--- config.mk ---
export PLATFORM = sky130hd
export DESIGN_NAME = ram_arbiter
export DESIGN_NICKNAME = d
export VERILOG_FILES = /design/src/rtl/ram_arbiter.sv
export SDC_FILE = /design/constraint.sdc
export NUM_CORES = 1
export LEC_CHECK = 0
export BUFFER_PORTS_ARGS = -buffer_cell sky130_fd_sc_hd__buf_2
export CORE_AREA = 2 2 99 101
export CTS_BUF_LIST = sky130_fd_sc_hd__clkbuf_8 sky130_fd_sc_hd__clkbuf_16
export DETAILED_ROUTE_END_ITERATION = 6
export DIE_AREA = 0 0 101 103
export PLACE_DENSITY = 0.69
export SETUP_SLACK_MARGIN = 0.02
export SYNTH_ARGS = -nofsm -noshare
export SYNTH_HDL_FRONTEND = slang
export SYNTH_SLANG_ARGS = --single-unit
--- constraint.sdc ---
create_clock -name clk -period 1.5 [get_ports clk]
set_input_delay 0.15 -clock clk [delete_from_list [all_inputs] [get_ports clk]]
set_output_delay 0.15 -clock clk [all_outputs]
set_load 0.03 [all_outputs]
--- src/rtl/ram_arbiter.sv ---
// Shares one single-port synchronous RAM between the imem (read-only) and dmem
// (read/write) ports. Handles sub-word alignment and arbitrates between the ports.
module ram_arbiter #(
  parameter int ADDR_W   = 14,
  parameter bit PRIORITY = 1'b0
) (
  input  logic              clk,
  input  logic              reset,
  input  logic              imem_valid,
  output logic              imem_ready,
  input  logic [31:0]       imem_addr,
  output logic [31:0]       imem_rdata,
  input  logic              dmem_valid,
  output logic              dmem_ready,
  input  logic [31:0]       dmem_addr,
  input  logic [3:0]        dmem_wmask,
  input  logic [31:0]       dmem_wdata,
  output logic [31:0]       dmem_rdata,
  output logic [ADDR_W-1:0] ram_addr,
  output logic              ram_wen,
  output logic [3:0]        ram_wmask,
  output logic [31:0]       ram_wdata,
  input  logic [31:0]       ram_rdata,
  output logic              fault
);

  typedef enum logic [1:0] {IDLE, RESP_I, RESP_D} state_t;

  state_t      state_q, state_d;
  logic        last_dmem_q, last_dmem_d;
  logic        fault_q, fault_d;
  logic [1:0]  off_q, off_d;
  logic        oob_q, oob_d;

  logic        gnt_dmem;
  logic        in_range;
  logic        grant;
  logic        dwrite;
  logic        unused_imem_bits;

  assign unused_imem_bits = ^{imem_addr[31:ADDR_W+2], imem_addr[1:0]};

  // On a tie, dmem wins under fixed priority or when imem went last.
  assign gnt_dmem = dmem_valid && (!imem_valid || PRIORITY || !last_dmem_q);
  assign in_range = (dmem_addr >> (ADDR_W + 2)) == 32'd0;
  assign grant    = reset && (state_q == IDLE) && (imem_valid || dmem_valid);
  assign dwrite   = grant && gnt_dmem && (dmem_wmask != 4'd0) && in_range;

  always_comb begin
    state_d     = state_q;
    last_dmem_d = last_dmem_q;
    fault_d     = fault_q;
    off_d       = off_q;
    oob_d       = oob_q;
    case (state_q)
      IDLE: begin
        if (imem_valid || dmem_valid) begin
          state_d     = gnt_dmem ? RESP_D : RESP_I;
          last_dmem_d = gnt_dmem;
          if (gnt_dmem) begin
            off_d = dmem_addr[1:0];
            oob_d = !in_range;
            if (!in_range) fault_d = 1'b1;
          end
        end
      end
      default: state_d = IDLE;
    endcase
  end

  always_ff @(posedge clk) begin
    if (!reset) begin
      state_q     <= IDLE;
      last_dmem_q <= 1'b1;
      fault_q     <= 1'b0;
      off_q       <= 2'd0;
      oob_q       <= 1'b0;
    end else begin
      state_q     <= state_d;
      last_dmem_q <= last_dmem_d;
      fault_q     <= fault_d;
      off_q       <= off_d;
      oob_q       <= oob_d;
    end
  end

  always_comb begin
    ram_addr   = gnt_dmem ? dmem_addr[ADDR_W+1:2] : imem_addr[ADDR_W+1:2];
    ram_wen    = dwrite;
    ram_wmask  = 4'd0;
    ram_wdata  = 32'd0;
    if (dwrite) begin
      ram_wmask = dmem_wmask << dmem_addr[1:0];
      ram_wdata = dmem_wdata << {dmem_addr[1:0], 3'b000};
    end
    imem_ready = reset && (state_q == RESP_I);
    dmem_ready = reset && (state_q == RESP_D);
    imem_rdata = imem_ready ? ram_rdata : 32'd0;
    // Out-of-range accesses still complete but return zero.
    dmem_rdata = (dmem_ready && !oob_q) ? (ram_rdata >> {off_q, 3'b000}) : 32'd0;
  end

  assign fault = fault_q;

endmodule

== After elaboration in Yosys (flattened, before gate mapping) ==
Index checks and enable logic that the tools add are counted.

* Shifts and indexed selects: 3
* Add/sub/neg operators: 0
* $lt $le $gt $ge: 0
* Bitwise gates (word level): 1
* $mul: 0
* Muxes and demuxes: 6
* Div/mod/pow operators: 0
* Equal/unequal tests: 2
* Reduce and logical (&&, ||, !) cells: 22

{| class="wikitable"
|+ Operators with widths
! operator !! count
|-
| $mux 32 || 3
|-
| $logic_not 32->1 || 1
|-
| $shl 32x5->32 || 1
|-
| $shr 32x5->32 || 1
|-
| $mux 14 || 1
|-
| $logic_and 1x1->1 || 9
|-
| $logic_not 1->1 || 4
|-
| $mux 4 || 1
|-
| $reduce_and 2->1 || 2
|-
| $reduce_and 4->1 || 1
|-
| $reduce_bool 4->1 || 1
|-
| $shl 4x2->4 || 1
|-
| $reduce_and 3->1 || 1
|-
| $eq 2x1->1 const B || 1
|-
| $eq 2x2->1 const B || 1
|-
| $logic_not 2->1 || 1
|-
| $logic_or 1x1->1 || 2
|-
| $mux 2 || 1
|-
| $not 1->1 || 1
|}

* Register bits after elaboration: 7
* Input port bits: 136
* Bits in latches: 0
* Word-level logic and storage cells: 39
* Output and inout bits: 118
* Bits in read-only memories: 0
* RAM bits: 0
* Memories kept: 0

== Depth between registers and ports, before layout ==
* Depth in word-level cells: 7
* Depth in mapped cells: 6
* Depth with buffers taken out: 3

== Least setup slack after synthesis ==
No wires, ideal clock.

* Kind: reg2out
* Start point: reg state_q[1]
* End point: out ram_wdata[10]
* Arrival: 1618 ps
* Setup slack: -268 ps
* Required time: 1350 ps
* Stages on the path, launching flop included: 4
* Path buffers: 0
* Cells stage by stage: dfxtp_1 -> nor3b_4 -> nand4b_2 -> nor3_1

* Word-level cells in the longest chain between the ends: 7

{| class="wikitable"
|+ RTL lines
! item !! line !! text
|-
| start, declared || 29 || <nowiki>state_t state_q, state_d;</nowiki>
|-
| start signal, assigned || 79 || <nowiki>state_q <= state_d;</nowiki>
|-
| $logic_not 2->1 || 46 || <nowiki>assign grant = reset && (state_q == IDLE) && (imem_valid || dmem_valid);</nowiki>
|-
| $logic_and 1x1->1 (2 in a row) || 46 ||
|-
| $logic_and 1x1->1 (3 in a row) || 47 || <nowiki>assign dwrite = grant && gnt_dmem && (dmem_wmask != 4'd0) && in_range;</nowiki>
|-
| $mux 32 || 92 || <nowiki>if (dwrite) begin</nowiki>
|-
| end, declared || 22 || <nowiki>output logic [31:0] ram_wdata,</nowiki>
|}

Every way passes these cells.

== Worst setup path after layout ==
* Start point: reg state_q[0]
* End point: out ram_wdata[24]

The elaborated chain is that of the path after synthesis.

==> impl_metrics.yaml <==
sta:
  relSlewSlack_pct: 66.61
  worst-slew-pin-transition_ps: 498.5
  clock.fmax_ghz: 0.5591
  slew_violations: 0
  hold_viol: 0
  worst_slack_ps: -288.7
  setup_tns_ps: -18730
  grt_setup_unrepaired: "yes"
  layout_min_cycle_time_ps: 1789
  fin_skew_ps: 3.504
  period_share_pct: 119.2
  setup-violations-final: 116
drt:
  num_vias: 3412
  drt-initial-drc-count: 83
  drc_errors: 0
  wl_met1_um: 4140
  avgViaCountPerCell: 5.047
  route.top_layer_used: "met4"
  dr_wl_met3_um: 847
  ant_nets: 0
  wl_per_cell_um: 17.08
  wl_met2_um: 6316
  drt_wl_total_um: 11550
  firstDrtPassIters: 4
finish:
  nets: 699
  n_antenna_cell: 0
  drive_above_1_share_pct: 75.09
  area_growth_syn_to_layout_pct: 134.2
  fin_area_um2: 5289
worst_setup_path:
  cp_max_fo: 16
  cp_data_arrival_time_ps: 1640
  reg2reg_depth: 6
  path_class: "flop to output pin"
  worstPathCellList: "nor3b_4 -> nand3_4 -> buf_12 -> a2111oi_4 -> buf_4"
  critPathLaunchType: "flop"
  r2r_setup_slack_ps: 170
  slowest_stage: "dfxtp_2"
  crit_cells: 5
  crit_start: "state_q[0]"
  critPathMaxStageDelay_ps: 340
  end_kind: "output pin"
  crit_end: "ram_wdata[24]"
  critical_path_buf_inv_count: 2
  crit_family: "buffers and inverters"
  r2r_end: "off_q[0]"
  cp.required_ps: 1350
  reg2reg_from: "last_dmem_q"
placed_design:
  port_buffers: 235
  dp_hpwl_um: 7948
  place_congestion: 0.8568
  postPlaceCellArea_um2: 4219
yosys:
  ys_seq_elements: 7
  yosysUniqueCellTypes: 38
  yosys_warnings: 0
  synth-main-ff-cell: "dfxtp_1"
  synth_edf_count: 0
  yosys.area_share.xor_xnor_pct: 0
  seq_area_frac_synth_pct: 6.205
  synth.avg_cell_area_um2: 7.980
  synth_mux_area_share_pct: 22.05
  synthSimpleGateAreaFrac_pct: 38.95
  synthesis.nets: 419
  syn_inst: 283
  syn_area_um2: 2258
  synth_top_family_by_area: "simple AND/OR/NAND/NOR gates"
  synth-compound-area-share_pct: 24.99
  synth-async-reset-ratio_pct: 0
  synth_adder_area_share_pct: 0
  synth_top_area_share_pct: 15.07
  ys_top_cells_by_area: "mux2i_1, and2_1, nor3_2"
  netlist.top_cell.by_area: "mux2i_1"
global_route:
  grt_pass1_vias: 3431
  grtUsageTotal_pct: 20.22
  grt_max_degree: 27
  gr-total-overflow: 0
  grt_pass1_wl_um: 16790
  antenna_found_initial: 0
floorplan:
  dieHeight_um: 103
  fp.dieW_um: 101
  start_util_pct: 23.88
  rows: 36
  ios: 254
  core_um2: 9459
  dieArea_um2: 10400
pwr:
  p_switching_uw: 801.3
  p_int_mw: 1.006
  ir_drop_mv: 0.2447
  powerDensity_nw_per_um2: 341.7
  comb_power_share_pct: 73.1
  seq_power_share_pct: 12.0
  p_leak_nw: 2.603
  switching_share_pct: 44.34
  clkPwrFrac_pct: 14.8
clock_network:
  cts_sinks: 7
  cts_made_buffers: 3
  cts_tree: "yes"
  insertion_delay_ps: 230
  htree_num_levels: 1
  cts_buffer_depth: 2
  cts_root_buf: "clkbuf_8"
  cts_hold_buf: 0
  path_clk_slew_ps: 40
run_status:
  status: "complete, but fails checks"
  violations: "negative setup slack"
hold_path:
  hold_path.class: "primary input to flop"
  hold_path_depth: 2
run:
  cap_violations: 0
## cells in the mapped netlist, types with 2 or more instances
cell and count:
nand2_1 11, nor4_1 4, and2_1 41, nor3_2 19, buf_2 14, nor2b_1 19, o21a_1 2, buf_4 2
nor2_1 21, mux2_2 14, buf_1 2, mux2i_1 34, a2111oi_2 8, dfxtp_1 7, a21boi_0 3, a211oi_1 25
clkbuf_1 10, and3_1 3, a2bb2oi_1 17, nor3_1 9
## what timing repair did
| action | 4_1_cts | 5_1_grt |
|---|---|---|
| pin swaps | 4 | 13 |
| endpoints found under the setup margin | 116 | 116 |
| resized for setup | 185 | 25 |
| setup buffers | 13 | 3 |
| gates cloned | 5 | 2 |
## per-layer routing
layer / GRT usage (%) / up-vias
li1: - / 1608
met1: 21.19 / 1598
met2: 41.08 / 186
met3: 3.661 / 20
met4: 5.198 / 0
met5: 0 / -
## power groups by stage
| stage | sequential [mW] | combinational [mW] | clock (mW) |
|---|---|---|---|
| after floorplan | 0.220 | 0.647 | 0 |
| after global placement | 0.217 | 1.04 | 0 |
| after detailed placement | 0.218 | 1.06 | 0 |
| after CTS | 0.218 | 1.31 | 0.272 |
| after global routing | 0.221 | 1.40 | 0.295 |
| final | 0.218 | 1.32 | 0.268 |
## metrics by stage
stage,cells,setup slack [ps],power [mW],utilization [%],hold WS (ps)
floorplan,283,-161.0,0.8672,-,349.0
global placement,651,-192.2,1.259,44.60,377.3
detailed placement,651,-214.1,1.277,44.60,382.2
CTS,673,-297.0,1.797,54.85,142.7
global route,676,-367.5,1.911,55.91,166.0
finish,676,-288.7,1.807,55.91,160.4
## layout by cell type (no fill, tap or decap), types with 5 or more instances in the layout
| cell | Yosys | routed |
|---|---|---|
| a2111oi_4 | 1 | 8 |
| a211oi_1 | 25 | 17 |
| a211oi_4 | 0 | 5 |
| a2bb2oi_1 | 17 | 15 |
| and2_1 | 41 | 31 |
| and2_2 | 0 | 8 |
| buf_12 | 1 | 9 |
| buf_2 | 14 | 139 |
| buf_4 | 2 | 89 |
| buf_6 | 1 | 52 |
| clkbuf_4 | 0 | 8 |
| mux2_4 | 0 | 14 |
| mux2i_1 | 34 | 28 |
| mux2i_2 | 0 | 5 |
| nand2_1 | 11 | 10 |
| nor2_2 | 0 | 7 |
| nor2_4 | 0 | 10 |
| nor2b_1 | 19 | 18 |
| nor3_2 | 19 | 8 |
| nor3_4 | 0 | 20 |
## cell families after synthesis
| group | after synthesis |
|---|---|
| AO/OA/AOI/OAI | 61 |
| buffers and inverters | 31 |
| flip-flops | 7 |
| multiplexers | 48 |
| AND/OR/NAND/NOR | 136 |
## layout make-up
cell class / instances / area, µm²
Fill cell: 796 / 4170
Clock buffer: 3 / 41.29
Sequential cell: 7 / 151.4
Multi-Input combinational cell: 245 / 2562
Tap cell: 114 / 142.6
Clock inverter: 1 / 3.754
Timing Repair Buffer: 306 / 2387
## worst min-delay path by stage
| stage | from | end | slack [ps] |
|---|---|---|---|
| after global placement | reset | last_dmem_q | 380 |
| after floorplan | imem_valid | state_q[0] | 350 |
| after global routing | reset | last_dmem_q | 170 |
| after detailed placement | reset | last_dmem_q | 380 |
| after CTS | reset | last_dmem_q | 140 |
| final | reset | last_dmem_q | 160 |
## state kept, by name, summed over array words and instances (netlist names)
signal / flops
off_q: 2
state_q: 2
last_dmem_q: 1
oob_q: 1
fault: 1
Power figures use the tool's default switching activity.
